==> src/rtl/run_length_decoder_if.sv <==
// Bundles the run-length decoder control, bitstream and result signals.
// The master side drives run requests and bits; the slave side is the decoder.
interface run_length_decoder_if #(
  parameter int unsigned runcount_length = 16,
  parameter int unsigned runindex_length = 5
);
  logic                       scan_start;
  logic                       start;
  logic [runcount_length-1:0] pixels_left;
  logic                       bit_in;
  logic                       bit_valid;
  logic                       bit_ready;
  logic [runcount_length-1:0] run_length;
  logic                       run_valid;
  logic                       run_eol;
  logic                       run_err;
  logic [runindex_length-1:0] run_index;
  logic                       busy;

  modport master (
    output scan_start, start, pixels_left, bit_in, bit_valid,
    input  bit_ready, run_length, run_valid, run_eol, run_err, run_index, busy
  );

  modport slave (
    input  scan_start, start, pixels_left, bit_in, bit_valid,
    output bit_ready, run_length, run_valid, run_eol, run_err, run_index, busy
  );
endinterface

==> src/rtl/run_length_decoder.sv <==
// Run-length decoder: decodes one run per start request from an adaptive
// bitstream. Each '1' flag adds a 2^J[RUNindex] segment (clipped to the end of
// line); a '0' flag terminates the run with a J[RUNindex]-bit remainder.
// RUNindex adapts upward on full segments and downward on interrupted runs.
module run_length_decoder #(
  parameter int unsigned J_length        = 5,
  parameter int unsigned runcount_length = 16,
  parameter int unsigned runindex_length = 5
) (
  input  logic                 clk,
  input  logic                 reset,
  run_length_decoder_if.slave  bus
);

  localparam int unsigned W1 = runcount_length + 1;

  typedef enum logic [1:0] {
    IDLE,
    READ_FLAG,
    READ_REM,
    DONE
  } state_t;

  state_t                     state;
  logic [runcount_length-1:0] rem_px;
  logic [runcount_length-1:0] count;
  logic [runcount_length-1:0] rem;
  logic [J_length-1:0]        bit_cnt;
  logic [runindex_length-1:0] run_idx;
  logic                       eol;
  logic                       err;

  logic                       bit_ready_q;
  logic                       busy_q;
  logic                       run_valid_q;
  logic [runcount_length-1:0] run_length_q;
  logic                       run_eol_q;
  logic                       run_err_q;

  logic [J_length-1:0]        j_cur;
  logic [W1-1:0]              seg;
  logic [W1-1:0]              diff;
  logic                       seg_full;
  logic [W1-1:0]              flag_sum;
  logic [runcount_length-1:0] rem_next;
  logic [W1-1:0]              rem_sum;
  logic                       rem_over;
  logic                       consume;

  // 32-entry J table indexed by RUNindex
  function automatic logic [J_length-1:0] j_rom(input logic [runindex_length-1:0] idx);
    logic [4:0] i5;
    logic [4:0] j5;
    i5 = 5'(idx);
    case (i5)
      5'd0,  5'd1,  5'd2,  5'd3:  j5 = 5'd0;
      5'd4,  5'd5,  5'd6,  5'd7:  j5 = 5'd1;
      5'd8,  5'd9,  5'd10, 5'd11: j5 = 5'd2;
      5'd12, 5'd13, 5'd14, 5'd15: j5 = 5'd3;
      5'd16, 5'd17:               j5 = 5'd4;
      5'd18, 5'd19:               j5 = 5'd5;
      5'd20, 5'd21:               j5 = 5'd6;
      5'd22, 5'd23:               j5 = 5'd7;
      5'd24:                      j5 = 5'd8;
      5'd25:                      j5 = 5'd9;
      5'd26:                      j5 = 5'd10;
      5'd27:                      j5 = 5'd11;
      5'd28:                      j5 = 5'd12;
      5'd29:                      j5 = 5'd13;
      5'd30:                      j5 = 5'd14;
      default:                    j5 = 5'd15;
    endcase
    return J_length'(j5);
  endfunction

  // Segment/remainder arithmetic, one bit wider than the counts to avoid overflow
  always_comb begin
    j_cur    = j_rom(run_idx);
    seg      = W1'(1) << j_cur;
    diff     = {1'b0, rem_px} - {1'b0, count};
    seg_full = (seg <= diff);
    flag_sum = {1'b0, count} + (seg_full ? seg : diff);
    rem_next = {rem[runcount_length-2:0], bus.bit_in};
    rem_sum  = {1'b0, count} + {1'b0, rem_next};
    rem_over = (rem_sum >= {1'b0, rem_px});
    consume  = bus.bit_valid & bit_ready_q;
  end

  // Decoder FSM with registered outputs; scan_start overrides everything but reset
  always_ff @(posedge clk or negedge reset) begin
    if (!reset) begin
      state        <= IDLE;
      rem_px       <= '0;
      count        <= '0;
      rem          <= '0;
      bit_cnt      <= '0;
      run_idx      <= '0;
      eol          <= 1'b0;
      err          <= 1'b0;
      bit_ready_q  <= 1'b0;
      busy_q       <= 1'b0;
      run_valid_q  <= 1'b0;
      run_length_q <= '0;
      run_eol_q    <= 1'b0;
      run_err_q    <= 1'b0;
    end else if (bus.scan_start) begin
      state       <= IDLE;
      run_idx     <= '0;
      bit_ready_q <= 1'b0;
      busy_q      <= 1'b0;
      run_valid_q <= 1'b0;
    end else begin
      run_valid_q <= 1'b0;
      case (state)
        IDLE: begin
          if (bus.start) begin
            rem_px <= bus.pixels_left;
            count  <= '0;
            err    <= 1'b0;
            busy_q <= 1'b1;
            if (bus.pixels_left == '0) begin
              eol         <= 1'b1;
              bit_ready_q <= 1'b0;
              state       <= DONE;
            end else begin
              eol         <= 1'b0;
              bit_ready_q <= 1'b1;
              state       <= READ_FLAG;
            end
          end
        end
        READ_FLAG: begin
          if (consume) begin
            if (bus.bit_in) begin
              count <= flag_sum[runcount_length-1:0];
              if (seg_full && (run_idx != '1))
                run_idx <= run_idx + 1'b1;
              if (flag_sum == {1'b0, rem_px}) begin
                eol         <= 1'b1;
                bit_ready_q <= 1'b0;
                state       <= DONE;
              end
            end else if (j_cur == '0) begin
              eol         <= 1'b0;
              bit_ready_q <= 1'b0;
              state       <= DONE;
              if (run_idx != '0)
                run_idx <= run_idx - 1'b1;
            end else begin
              bit_cnt <= j_cur;
              rem     <= '0;
              state   <= READ_REM;
            end
          end
        end
        READ_REM: begin
          if (consume) begin
            rem     <= rem_next;
            bit_cnt <= bit_cnt - 1'b1;
            if (bit_cnt == J_length'(1)) begin
              count       <= rem_over ? (rem_px - 1'b1) : rem_sum[runcount_length-1:0];
              err         <= rem_over;
              eol         <= 1'b0;
              bit_ready_q <= 1'b0;
              state       <= DONE;
              if (run_idx != '0)
                run_idx <= run_idx - 1'b1;
            end
          end
        end
        DONE: begin
          run_length_q <= count;
          run_eol_q    <= eol;
          run_err_q    <= err;
          run_valid_q  <= 1'b1;
          busy_q       <= 1'b0;
          state        <= IDLE;
        end
        default: begin
          state       <= IDLE;
          bit_ready_q <= 1'b0;
          busy_q      <= 1'b0;
        end
      endcase
    end
  end

  assign bus.bit_ready  = bit_ready_q;
  assign bus.busy       = busy_q;
  assign bus.run_valid  = run_valid_q;
  assign bus.run_length = run_length_q;
  assign bus.run_eol    = run_eol_q;
  assign bus.run_err    = run_err_q;
  assign bus.run_index  = run_idx;

endmodule

==> src/flat_wrapper.sv <==
// flat-port wrapper written by rule: the top's interface ports become plain ports
module run_length_decoder_flat 
#(
  parameter int unsigned J_length        = 5,
  parameter int unsigned runcount_length = 16,
  parameter int unsigned runindex_length = 5
)
  (clk, reset, bus_scan_start, bus_start, bus_pixels_left, bus_bit_in, bus_bit_valid, bus_bit_ready, bus_run_length, bus_run_valid, bus_run_eol, bus_run_err, bus_run_index, bus_busy);
  run_length_decoder_if #(.runcount_length(runcount_length), .runindex_length(runindex_length)) bus_i ();
  input  logic clk;
  input  logic reset;
  input wire logic [$bits(bus_i.scan_start)-1:0] bus_scan_start;
  input wire logic [$bits(bus_i.start)-1:0] bus_start;
  input wire logic [$bits(bus_i.pixels_left)-1:0] bus_pixels_left;
  input wire logic [$bits(bus_i.bit_in)-1:0] bus_bit_in;
  input wire logic [$bits(bus_i.bit_valid)-1:0] bus_bit_valid;
  output wire logic [$bits(bus_i.bit_ready)-1:0] bus_bit_ready;
  output wire logic [$bits(bus_i.run_length)-1:0] bus_run_length;
  output wire logic [$bits(bus_i.run_valid)-1:0] bus_run_valid;
  output wire logic [$bits(bus_i.run_eol)-1:0] bus_run_eol;
  output wire logic [$bits(bus_i.run_err)-1:0] bus_run_err;
  output wire logic [$bits(bus_i.run_index)-1:0] bus_run_index;
  output wire logic [$bits(bus_i.busy)-1:0] bus_busy;
  assign bus_i.scan_start = bus_scan_start;
  assign bus_i.start = bus_start;
  assign bus_i.pixels_left = bus_pixels_left;
  assign bus_i.bit_in = bus_bit_in;
  assign bus_i.bit_valid = bus_bit_valid;
  assign bus_bit_ready = bus_i.bit_ready;
  assign bus_run_length = bus_i.run_length;
  assign bus_run_valid = bus_i.run_valid;
  assign bus_run_eol = bus_i.run_eol;
  assign bus_run_err = bus_i.run_err;
  assign bus_run_index = bus_i.run_index;
  assign bus_busy = bus_i.busy;
  run_length_decoder #(.J_length(J_length), .runcount_length(runcount_length), .runindex_length(runindex_length)) u_core (.clk(clk), .reset(reset), .bus(bus_i));
endmodule
==> config.mk <==
export PLATFORM = sky130hd
export DESIGN_NAME = run_length_decoder_flat
export DESIGN_NICKNAME = d
export VERILOG_FILES = /design/src/rtl/run_length_decoder_if.sv /design/src/rtl/run_length_decoder.sv /design/src/flat_wrapper.sv
export SDC_FILE = /design/constraint.sdc
export NUM_CORES = 1
export LEC_CHECK = 0
export CORE_MARGIN = 2
export CORE_UTILIZATION = 62
export CTS_CLUSTER_DIAMETER = 50
export CTS_CLUSTER_SIZE = 12
export DETAILED_ROUTE_END_ITERATION = 10
export PLACE_DENSITY_LB_ADDON = 0.15
export SYNTH_ARGS = -nofsm -noshare
export SYNTH_HDL_FRONTEND = slang
export SYNTH_SLANG_ARGS = --single-unit
==> constraint.sdc <==
create_clock -name clk -period 7.45 [get_ports clk]
set_input_delay 0.745 -clock clk [delete_from_list [all_inputs] [get_ports clk]]
set_output_delay 0.745 -clock clk [all_outputs]
set_load 0.02 [all_outputs]
==> results.py <==
metrics = {
    "synthesis": {
        "yosysUniqueCellTypes": 70,
        "ys_ff_latch": 82,
        "synth_edf_count": 0,
        "ys_async_sr_fraction": 1.000,
        "yosys-top-cells-area": "dfrtp_1 25%, ha_1 15%, nand2_1 4.5%",
        "synth_warnings": 0,
        "netlist_instances": 971,
        "synthFlopType": "dfrtp_1",
        "synth_top_cell_area_share": 0.2535,
        "yosys.area.top_type": "dfrtp_1",
        "synth.yosys.seq_area_share": 0.2535,
        "syn_area_per_cell_um2": 8.337,
        "synthesis.area_um2": 8095,
        "synthesis.nets": 1091,
    },
    "floorplanning": {
        "core_area_um2": 12670,
        "die_h_um": 118.3,
        "dieWidth_um": 118.3,
        "io_pins": 48,
        "die_area_um2": 13990,
        "rows": 41,
        "initial_core_util": 0.6389,
    },
    "pwr": {
        "ir_worst_vdd_uv": 164.7,
        "powerDensity_nw_per_um2": 315.0,
        "p_leak_uw": 0.004265,
        "power_uw": 2865,
    },
    "clocking": {
        "insertion_delay_ns": 0.37,
        "cts_sinks": 82,
        "clk_pin_slew_worst_paths_ns": 0.07,
        "cts-root-buf": "clkbuf_16",
        "cts_hold_buf": 0,
        "cts-htree-levels": 3,
        "cts_tree": "built",
        "clockBufferDepth": 2,
        "cts-buffers-inserted": 9,
    },
    "routing": {
        "routed_wl_um": 22180,
        "dr_total_vias": 7369,
        "dr.pass1.iters": 6,
        "wl_met1_um": 9656,
        "postRouteAntennaNets": 0,
        "drt-vias-per-instance": 6.192,
        "drt_iter0_drc": 575,
        "wl_per_cell_um": 18.64,
        "met2_length_um": 10140,
        "remaining_drc_errors": 0,
        "top_layer": "met4",
        "dr_wl_met3_um": 1303,
    },
    "finish": {
        "layout-drive-gt1-share": 0.09627,
        "layout_commonest_cell": "nand2_1",
        "area_growth_pct": 12.33,
        "layout_common_cells": "96 x nand2_1, 94 x ha_1, 81 x dfrtp_1",
        "fin_util": 0.7177,
        "fin_area_um2": 9094,
        "nFillCells": 1018,
        "antenna-diode-count": 0,
        "layout.nets": 1133,
    },
    "timing": {
        "finalHoldViolCount": 0,
        "setup_tns_ns": 0,
        "slew_headroom": 0.2918,
        "final.min_clock_period_ns": 7.024,
        "period_share": 0.9428,
        "worst_pin_slew_ns": 1.062,
        "fin_worst_skew_ns": 0.01033,
        "setup-violations-final": 0,
        "fmax_ghz": 0.1424,
        "drv_slew": 0,
    },
    "setup_path": {
        "crit_path_max_fanout": 8,
        "crit_path_start_kind": "register",
        "slowest_delay_ns": 0.46,
        "cp.required_ns": 7.71,
        "arrival_ns": 7.29,
        "cp_slowest_cell": "a2111oi_2",
        "endpoint_kind": "register",
        "crit_type": "register to register",
    },
    "place": {
        "gp_congestion": 0.9889,
        "dpl_cell_area_um2": 8777,
        "portBuffers": 47,
        "dpl.hpwl_um": 17010,
    },
    "run": {
        "cap_violations": 0,
    },
    "grt": {
        "grt_pass1_wl_um": 35820,
        "grt.total_usage": 0.3213,
        "grt_max_degree": 83,
        "grt_antenna_before_repair": 0,
        "grt_overflow_total": 0,
        "first_global_vias": 7111,
    },
    "status": {
        "outcome": "complete, no violations",
    },
    "min_path": {
        "min_path_type": "register to register",
    },
}
## metrics by stage
step	setup WS [ns]	instances	hold WS, ns
floorplan	0.7489	971	0.4451
global placement	0.4360	1172	0.4607
detailed placement	0.2227	1172	0.4680
CTS	0.1593	1188	0.4835
global route	-0.01724	1190	0.5187
finish	0.4262	1190	0.4765
## final timing paths
| kind | start | end | slack, ns | cells after the start |
|---|---|---|---|---|
| max | u_core.count[1]$_DFFE_PN0P_ | u_core.state[0]$_DFFE_PN0P_ | 0.43 | 30 |
| min | u_core.bus.run_length[5]$_DFFE_PN0P_ | u_core.bus.run_length[5]$_DFFE_PN0P_ | 0.48 | 2 |
| max reg2reg | u_core.count[1]$_DFFE_PN0P_ | u_core.state[0]$_DFFE_PN0P_ | 0.43 | 30 |
| min reg2reg | u_core.bus.run_length[5]$_DFFE_PN0P_ | u_core.bus.run_length[5]$_DFFE_PN0P_ | 0.48 | 2 |
| max in group asynchronous | reset | u_core.count[1]$_DFFE_PN0P_ | 6.13 | 1 |
| min in group asynchronous | reset | u_core.bit_cnt[0]$_DFFE_PN0P_ | 0.56 | 1 |
## cells in the mapped netlist, types with 11 or more instances
cell type and number:
xor2_1 19, nand2_1 96, nand2b_1 19, mux2_2 28
inv_1 75, nor3_1 31, nand4_1 11, xnor2_1 41
ha_1 95, or2_2 12, clkbuf_1 28, nand3_1 49
o21ai_0 65, nor2_1 66, a21o_1 18, dfrtp_1 82
mux2i_1 19, a21oi_1 61
## cells by family (layout without fill, tap and decap cells)
kind of cell	count (synthesis)	count (layout)	share of synthesized area
AND/OR/NAND/NOR	324	324	0.1920
adder cells (fa/ha/maj)	98	98	0.1543
multiplexers	47	47	0.06244
XOR/XNOR	67	67	0.08439
flip-flops	82	82	0.2535
buffers and inverters	112	159	0.05317
AO/OA/AOI/OAI	241	241	0.2003
## report_power, final
| group | leakage, µW | internal [µW] | switching (µW) | total [µW] |
|---|---|---|---|---|
| combinational | 0.00306 | 760 | 984 | 1740 |
| sequential | 0.00108 | 535 | 146 | 681 |
| clock | 0.000128 | 228 | 212 | 440 |
## per-layer routing
layer,track usage,vias to the layer above
met2,0.5242,294
met4,0.1649,0
li1,-,3557
met3,0.04585,75
met1,0.4143,3443
met5,0,-
## cell type report
class                      count  area [µm²]  area share
clock buffer                   9       225.2     0.02477
multi-input combinational    777        5639      0.6201
sequential                    82        2053      0.2258
tap                          172       215.2     0.02367
inverter                      75       281.5     0.03096
clock inverter                 7       53.80    0.005916
timing repair buffer          68       625.6     0.06879
## what timing repair did
action,CTS,global route
setup buffers,0,2
endpoints found under the setup margin,0,4
resized for setup,0,5
## registers in the layout, summed over array words and instances, names as in the netlist, 2 cells and up
register	count
u_core.bus.run_index	5
u_core.count	16
u_core.rem	15
u_core.bit_cnt	5
u_core.rem_px	16
u_core.bus.run_length	16
u_core.state	2
## worst max-delay path: cells and delay by family (launching register included)
kind / cells / cell delay, ns
XOR/XNOR: 1 / 0.18
multiplexers: 2 / 0.62
AND/OR/NAND/NOR: 9 / 1.92
flip-flops: 1 / 0.41
adder cells (fa/ha/maj): 3 / 0.91
AO/OA/AOI/OAI: 10 / 2.19
buffers and inverters: 5 / 0.71
(Power assumes the default switching activity.)
